`config.mk`:
```
export PLATFORM = sky130hd
export DESIGN_NAME = mux_rr_registrado
export DESIGN_NICKNAME = d
export VERILOG_FILES = /design/src/rtl/mux_rr_registrado.sv
export SDC_FILE = /design/constraint.sdc
export NUM_CORES = 1
export LEC_CHECK = 0
export CAP_MARGIN = 30
export CORE_MARGIN = 3
export CORE_UTILIZATION = 37
export CTS_BUF_LIST = sky130_fd_sc_hd__clkbuf_4 sky130_fd_sc_hd__clkbuf_8 sky130_fd_sc_hd__clkbuf_16
export CTS_CLUSTER_SIZE = 24
export DETAILED_ROUTE_END_ITERATION = 10
export PLACE_DENSITY = 0.79
export SKIP_CTS_REPAIR_TIMING = 1
export SLEW_MARGIN = 20
export SYNTH_ARGS = -nofsm -noshare
export SYNTH_HDL_FRONTEND = slang
export SYNTH_SLANG_ARGS = --single-unit
```
`constraint.sdc`:
```
create_clock -name clock -period 2.3 [get_ports clock]
set_input_delay 0.345 -clock clock [delete_from_list [all_inputs] [get_ports clock]]
set_output_delay 0.345 -clock clock [all_outputs]
set_load 0.005 [all_outputs]
```
`src/rtl/mux_rr_registrado.sv`:
```
// ============================================================================
//  Module      : mux_rr_registrado
//  Description : N-channel, WIDTH-bit multiplexer with a registered output and
//                valid/ready handshakes on both sides. Two selection modes:
//                fixed channel (sel) or round-robin over valid channels.
//                One word per cycle; a drain and a load in the same cycle
//                produce back-to-back output with no bubble.
//  Ports       : clock    - rising-edge clock
//                reset    - asynchronous, active-high reset
//                d        - packed channel data, channel i at d[i*WIDTH +: WIDTH]
//                vin      - per-channel valid
//                rdy_in   - per-channel "word taken this cycle" (combinational)
//                mode     - 0 = fixed (sel), 1 = round-robin
//                sel      - channel index used in fixed mode
//                y        - registered output data
//                ch       - index of the channel that produced y
//                vout     - y/ch valid
//                rdy_out  - consumer ready
//                par      - parity (XOR reduction) of y, registered with y
//  Config      : MUX_RR_PARITY_EN - when defined, adds the par output and its
//                register; when undefined neither exists.
//  Revision    : 1.0 - initial release
// ============================================================================
`default_nettype none

module mux_rr_registrado #(
  parameter int N     = 4,
  parameter int WIDTH = 8,
  localparam int SELW = (N > 1) ? $clog2(N) : 1
) (
  input  logic               clock,
  input  logic               reset,
  input  logic [N*WIDTH-1:0] d,
  input  logic [N-1:0]       vin,
  output logic [N-1:0]       rdy_in,
  input  logic               mode,
  input  logic [SELW-1:0]    sel,
  output logic [WIDTH-1:0]   y,
  output logic [SELW-1:0]    ch,
`ifdef MUX_RR_PARITY_EN
  output logic               par,
`endif
  output logic               vout,
  input  logic               rdy_out
);

  // Registered state
  logic [WIDTH-1:0] r_y;
  logic [SELW-1:0]  r_ch;
  logic             r_vout;
  logic [SELW-1:0]  r_ptr;

  // Combinational selection
  logic             w_free;
  logic             w_found;
  logic [SELW-1:0]  w_c;
  logic             w_accept;
  logic [WIDTH-1:0] w_data;
  logic [SELW-1:0]  w_ptr_next;

  // The output register can take a new word when empty or being drained now.
  assign w_free = !r_vout || rdy_out;

  always_comb begin
    int w_idx;
    w_found = 1'b0;
    w_c     = '0;
    w_idx   = 0;
    if (!mode) begin
      // Out-of-range sel (only possible when N is not a power of two)
      // selects nothing.
      if (int'(sel) < N) begin
        w_found = vin[sel];
        w_c     = sel;
      end
    end else begin
      // Scan from the pointer upward, wrapping; the first valid channel wins.
      for (int k = 0; k < N; k++) begin
        w_idx = (int'(r_ptr) + k) % N;
        if (!w_found && vin[w_idx]) begin
          w_found = 1'b1;
          w_c     = w_idx[SELW-1:0];
        end
      end
    end
  end

  assign w_accept   = w_free && w_found;
  // w_c is always a legal index whenever w_found is set, so this read is
  // only consumed for valid channels.
  assign w_data     = d[int'(w_c)*WIDTH +: WIDTH];
  assign w_ptr_next = (w_c == SELW'(N - 1)) ? '0 : w_c + 1'b1;

  // One-hot handshake back to the producers; never high for an idle channel.
  generate
    for (genvar gi = 0; gi < N; gi++) begin : g_rdy
      assign rdy_in[gi] = w_accept && (w_c == SELW'(gi));
    end
  endgenerate

  always_ff @(posedge clock or posedge reset) begin
    if (reset) begin
      r_y    <= '0;
      r_ch   <= '0;
      r_vout <= 1'b0;
      r_ptr  <= '0;
    end else begin
      if (w_accept) begin
        r_y    <= w_data;
        r_ch   <= w_c;
        r_vout <= 1'b1;
        // Fixed mode never disturbs the round-robin position.
        if (mode) begin
          r_ptr <= w_ptr_next;
        end
      end else if (rdy_out) begin
        // Drained with nothing to replace it: y and ch keep their values.
        r_vout <= 1'b0;
      end
    end
  end

`ifdef MUX_RR_PARITY_EN
  logic r_par;

  always_ff @(posedge clock or posedge reset) begin
    if (reset) begin
      r_par <= 1'b0;
    end else if (w_accept) begin
      r_par <= ^w_data;
    end
  end

  assign par = r_par;
`endif

  assign y    = r_y;
  assign ch   = r_ch;
  assign vout = r_vout;

endmodule

`default_nettype wire

```
* After elaboration in Yosys (flattened, before gate mapping)
Index checks and enable logic that the tools add are counted.
** Cells by class
- $add $sub $neg :: 4
- Multipliers :: 0
- Divide/modulo/power cells :: 0
- $lt $le $gt $ge :: 5
- Eq/ne operators :: 3
- Shift operators :: 1
- Mux-type cells :: 29
- Bitwise operators :: 3
- Reduce and logical (&&, ||, !) cells :: 19
** Operators by type and width (count)
- indexed part select 32 x 6 -> 8 bit :: 1
- two-way mux 1 bit :: 18
- less-than comparator 3 x 4 -> 1 bit (second input constant) :: 3
- two-way mux 2 bit :: 6
- binary-select mux 1 bit (select 2 bit) :: 5
- logical AND 1 bit :: 8
- less-than comparator 2 x 3 -> 1 bit (second input constant) :: 2
- OR reduction 2 bit :: 3
- adder 2 x 1 -> 2 bit (second input constant) :: 2
- adder 2 bit (second input constant) :: 2
- equality test 2 bit (second input constant) :: 2
- logical NOT 1 bit :: 4
- AND 1 bit (first input constant) :: 3
- equality test 2 x 1 -> 1 bit (second input constant) :: 1
- logical NOT 2 bit :: 1
- AND reduction 2 bit :: 1
- nonzero test 2 bit :: 1
- logical OR 1 bit :: 1
** Word-level totals
- Flip-flop bits (word level) :: 13
- Latch bits :: 0
- RAM bits :: 0
- ROM bits :: 0
- Input bits :: 42
- Output and inout bits :: 15
- Logic and storage cells :: 68
- Memories kept :: 0

* Longest topological paths before layout
- Depth after elaboration :: 19
- Depth in mapped cells :: 6
- Gate-level depth less buffers :: 5

* Least setup slack after synthesis
Ideal clock, no wire load.
- Kind :: input -> output
- Start point :: input port sel[0]
- End point :: output port rdy_in[1]
- Arrival :: 1.461 ns
- Required time :: 1.955 ns
- Slack :: 0.494 ns
- Cell stages on the path :: 5
- Path buffers :: 1
- Cells stage by stage :: mux4_1 > or2_1 > nand3_1 > buf_2 > nor3_1
** Between the ends
- Cells in the longest elaborated chain, start to end :: 5
- Elaborated cells on any way between the ends :: 7
- Classes of those cells :: 1 x eq/ne; 4 x mux; 2 x reduce/logical
** Ends and longest elaborated chain
- from (decl) :: RTL line 37 : input logic [SELW-1:0] sel,
- binary-select mux 1 bit (select 2 bit) :: RTL line 73 : w_found = vin[sel];
- two-way mux 1 bit (not written as such) :: RTL line 73
- two-way mux 1 bit :: RTL line 69 : if (!mode) begin
- logical AND 1 bit :: RTL line 88 : assign w_accept = w_free && w_found;
- logical AND 1 bit * :: RTL line 97 : assign rdy_in[gi] = w_accept && (w_c == SELW'(gi));
- to (decl) :: RTL line 35 : output logic [N-1:0] rdy_in,
Every way passes the cells marked *; elsewhere a longest branch is shown, timed or not. The select of a mux whose other input is x is not followed.

* Worst setup path in the final report
- Start point :: input port vin[3]
- End point :: output port rdy_in[2]
** Between the ends
- Cells in the longest elaborated chain, start to end :: 18
- Elaborated cells on any way between the ends :: 35
- Classes of those cells :: 1 x eq/ne; 26 x mux; 8 x reduce/logical
** Ends and longest elaborated chain
- from (decl) :: RTL line 34 : input logic [N-1:0] vin,
- binary-select mux 1 bit (select 2 bit) :: RTL line 80 : if (!w_found && vin[w_idx]) begin
- two-way mux 1 bit (not written as such) :: RTL line 80
- two-way mux 1 bit :: RTL line 80
- two-way mux 1 bit :: RTL line 69
- logical NOT 1 bit :: RTL line 80
- logical AND 1 bit :: RTL line 80
- two-way mux 1 bit :: RTL line 80
- two-way mux 1 bit :: RTL line 69
- [... 2 more ...]
- two-way mux 1 bit :: RTL line 80
- two-way mux 1 bit :: RTL line 69
- logical NOT 1 bit :: RTL line 80
- logical AND 1 bit :: RTL line 80
- two-way mux 2 bit / two-way mux 1 bit (equally long branches) :: RTL line 80
- two-way mux 2 bit / two-way mux 1 bit (equally long branches) :: RTL line 69
- equality test 2 bit / logical AND 1 bit (equally long branches) :: RTL line 97, 88
- logical AND 1 bit * :: RTL line 97
Marks and branches as above.

==> metrics.yaml <==
detailed_routing:
  drcViolationCount: 0
  vias_per_cell: 5.16
  drt_iter0_drc: 22
  avgRoutedWirePerCell_um: 16.2
  ant_nets: 0
  vias: 945
  firstDrtPassIters: 4
  wl_mm: 2.96
sta:
  min_period_ps: 2070
  finClkSkew_ps: 3.77
  drv_slew: 0
  rsz0062_at_grt: "no"
  fin_crit_sh: 0.901
  slew_headroom: 0.665
  setup_viol: 0
  finalHoldViolations: 0
  worst_pin_slew_ps: 501
  setup_ws_ps: 227
  fmax_mhz: 482
  timing.hold.ws_ps: 401
power_and_ir_drop:
  combPwrFrac: 0.549
  switching_power_uw: 382
  p_seq_frac: 0.318
  p_int_uw: 739
  clockPowerShare: 0.133
  p_leak_uw: 0.000822
  p_per_area_nw_per_um2: 672
  peakVddDrop_v: 0.000536
  power_uw: 1120
  switching_share: 0.341
hold_path:
  worstHoldPathType: "in -> async"
floorplan:
  dieArea_sq_um: 3270
  dieWidth_um: 57.2
  start_util: 0.414
  std_cell_rows: 17
  coreArea_sq_um: 2340
  io_pins: 57
  die_y_um: 57.2
placed_design:
  io_buffers: 56
  dpl.cell_count: 178
  place_ws_ps: -448
  gp_congestion: 0.717
  dp_hpwl_mm: 2.50
finish:
  num_antenna_cells: 0
  fill_cells: 165
  fin_cells: 183
  final_nets: 198
  drive_gt1_frac: 0.252
  area_growth_pct: 72.2
logic_synthesis:
  synth_compound_area_frac: 0.174
  ys_seq_elements: 13
  yosysSeqAreaShare: 0.336
  synth.mux.area_fraction: 0.214
  avgSynthCellArea_sq_um: 10.8
  synth_top_area_share: 0.336
  synth_top_family_by_area: "simple AND/OR/NAND/NOR gates"
  netlist_instances: 90
  synthAdderAreaFrac: 0
  yosys.area_share.simple: 0.218
  synth.area.top_cells: "dfrtp_1 34%, mux2i_1 18%, o221ai_2 12%"
  yosysTopAreaCell: "dfrtp_1"
  synthXorXnorAreaFrac: 0.00904
  synth_warnings: 0
  synth.distinct_cells: 30
  synth_nets: 132
  netlist_area_sq_um: 968
cts:
  clock_sinks: 13
  cts_root_buf: "clkbuf_4"
  cts_tree: "built"
  htreeDepth: 1
  cts_buffers: 3
  insertion_delay_ps: 270
  clk_pin_slew_worst_paths_ps: 80
  clockBufferDepth: 2
global_routing:
  grt_usage: 0.184
  grt_max_degree: 14
  grt_pass1_vias: 959
  antenna_found_initial: 0
  grt_overflow_total: 0
  grt_pass1_wl_mm: 4.69
critical_path:
  crit_required_ps: 1960
  arrival_ps: 1730
  start_kind: "primary input"
  worstSetupEndpointType: "output pin"
  path_class: "in -> out"
  crit_fanout: 4
outcome:
  status: "finished clean"
job:
  cap_viol_max_count: 0
## metal layers
metal,routed length [um],share of wire,global-route usage,up-vias
li1,-,-,-,463
met1,1160,0.39,0.213,456
met2,1640,0.55,0.339,24
met3,145,0.049,0.0543,2
met4,18,0.0061,0.0298,0
met5,0,0,0,-
## path summary, 6_finish.rpt
check	start	to	slack, ps	cells past startpoint
max in group asynchronous	reset	r_ptr[0]	1560	2
hold / removal	reset	vout	400	2
min in group clock	vin[0]	vout	480	4
hold reg to reg	ch[1]	ch[1]	480	2
setup / recovery	vin[3]	rdy_in[2]	230	6
setup reg to reg	r_ptr[0]	y[5]	310	7
## kinds of logic after synthesis
| family | count (synthesis) |
|---|---|
| and+or+nand+nor | 38 |
| AOI/OAI and AO/OA | 13 |
| muxes | 19 |
| DFF | 13 |
| xor gates and xnor gates | 1 |
| buffers and inverters | 6 |
## cell usage after synthesis
library cell and count:
nand2_4 1, nor2_1 2, xor2_1 1, or4_1 1, mux2_1 1, buf_6 3, inv_1 2, a211oi_1 1
nor3_1 1, nor2b_4 1, or2_0 1, o21ai_1 2, nand2_1 16, nor2b_1 4, mux4_1 1, o221ai_2 8
and3_1 1, nor3b_1 1, nand2_2 1, a41oi_2 1, nand2b_2 1, a311oi_2 1, buf_2 1, nand2b_1 2
dfrtp_1 13, mux2i_1 17, or2_2 1, or2_1 1, and3_4 1, nand3_1 2
## power groups by stage
| stage | Sequential, uW | Clock (uW) | Combinational (uW) |
|---|---|---|---|
| 6_report | 357 | 149 | 616 |
| 5_1_grt | 369 | 168 | 664 |
| 4_1_cts | 354 | 155 | 610 |
| 3_5_place_dp | 359 | 0 | 607 |
| 3_3_place_gp | 353 | 0 | 593 |
| 2_1_floorplan | 358 | 0 | 312 |
## metrics by stage
step           setup TNS [ps]  cell area (sq um)   util
2_1_floorplan               0                968      -
3_3_place_gp            -2950               1600  0.682
3_5_place_dp            -3330               1600  0.682
4_1_cts                 -1750               1630  0.695
5_1_grt                     0               1670  0.713
6_report                    0               1670  0.713
## cell type report
cell class / count / area (sq um) / share of cell area
Timing Repair Buffer: 65 / 641 / 0.384
Multi-Input combinational cell: 71 / 629 / 0.377
Sequential cell: 13 / 325 / 0.195
Tap cell: 28 / 35.0 / 0.0210
Clock buffer: 4 / 30.0 / 0.0180
Inverter: 2 / 7.51 / 0.00450
## state kept, by name (all words and copies together), names as in the netlist
signal	count
r_ptr	2
vout	1
ch	2
y	8
## cell usage in the layout, fill, tap and decap left out, drive strengths merged, types with 2 or more instances in the layout
cell type,instances
o221ai,8
inv,2
nor2,2
nor2b,5
or2,3
dlymetal6s2s,9
clkbuf,6
nand2b,3
mux2i,17
nand3,2
clkdlybuf4s50,45
o21ai,2
buf,9
dfrtp,13
and3,2
nand2,18
## worst max-delay path, stage by stage
cell	delay [ps]
dlymetal6s2s_1	150
mux4_2	470
or2_4	270
and3_4	170
and3_1	180
dlymetal6s2s_1	150
Note: power is estimated with default switching activity, not from simulation.
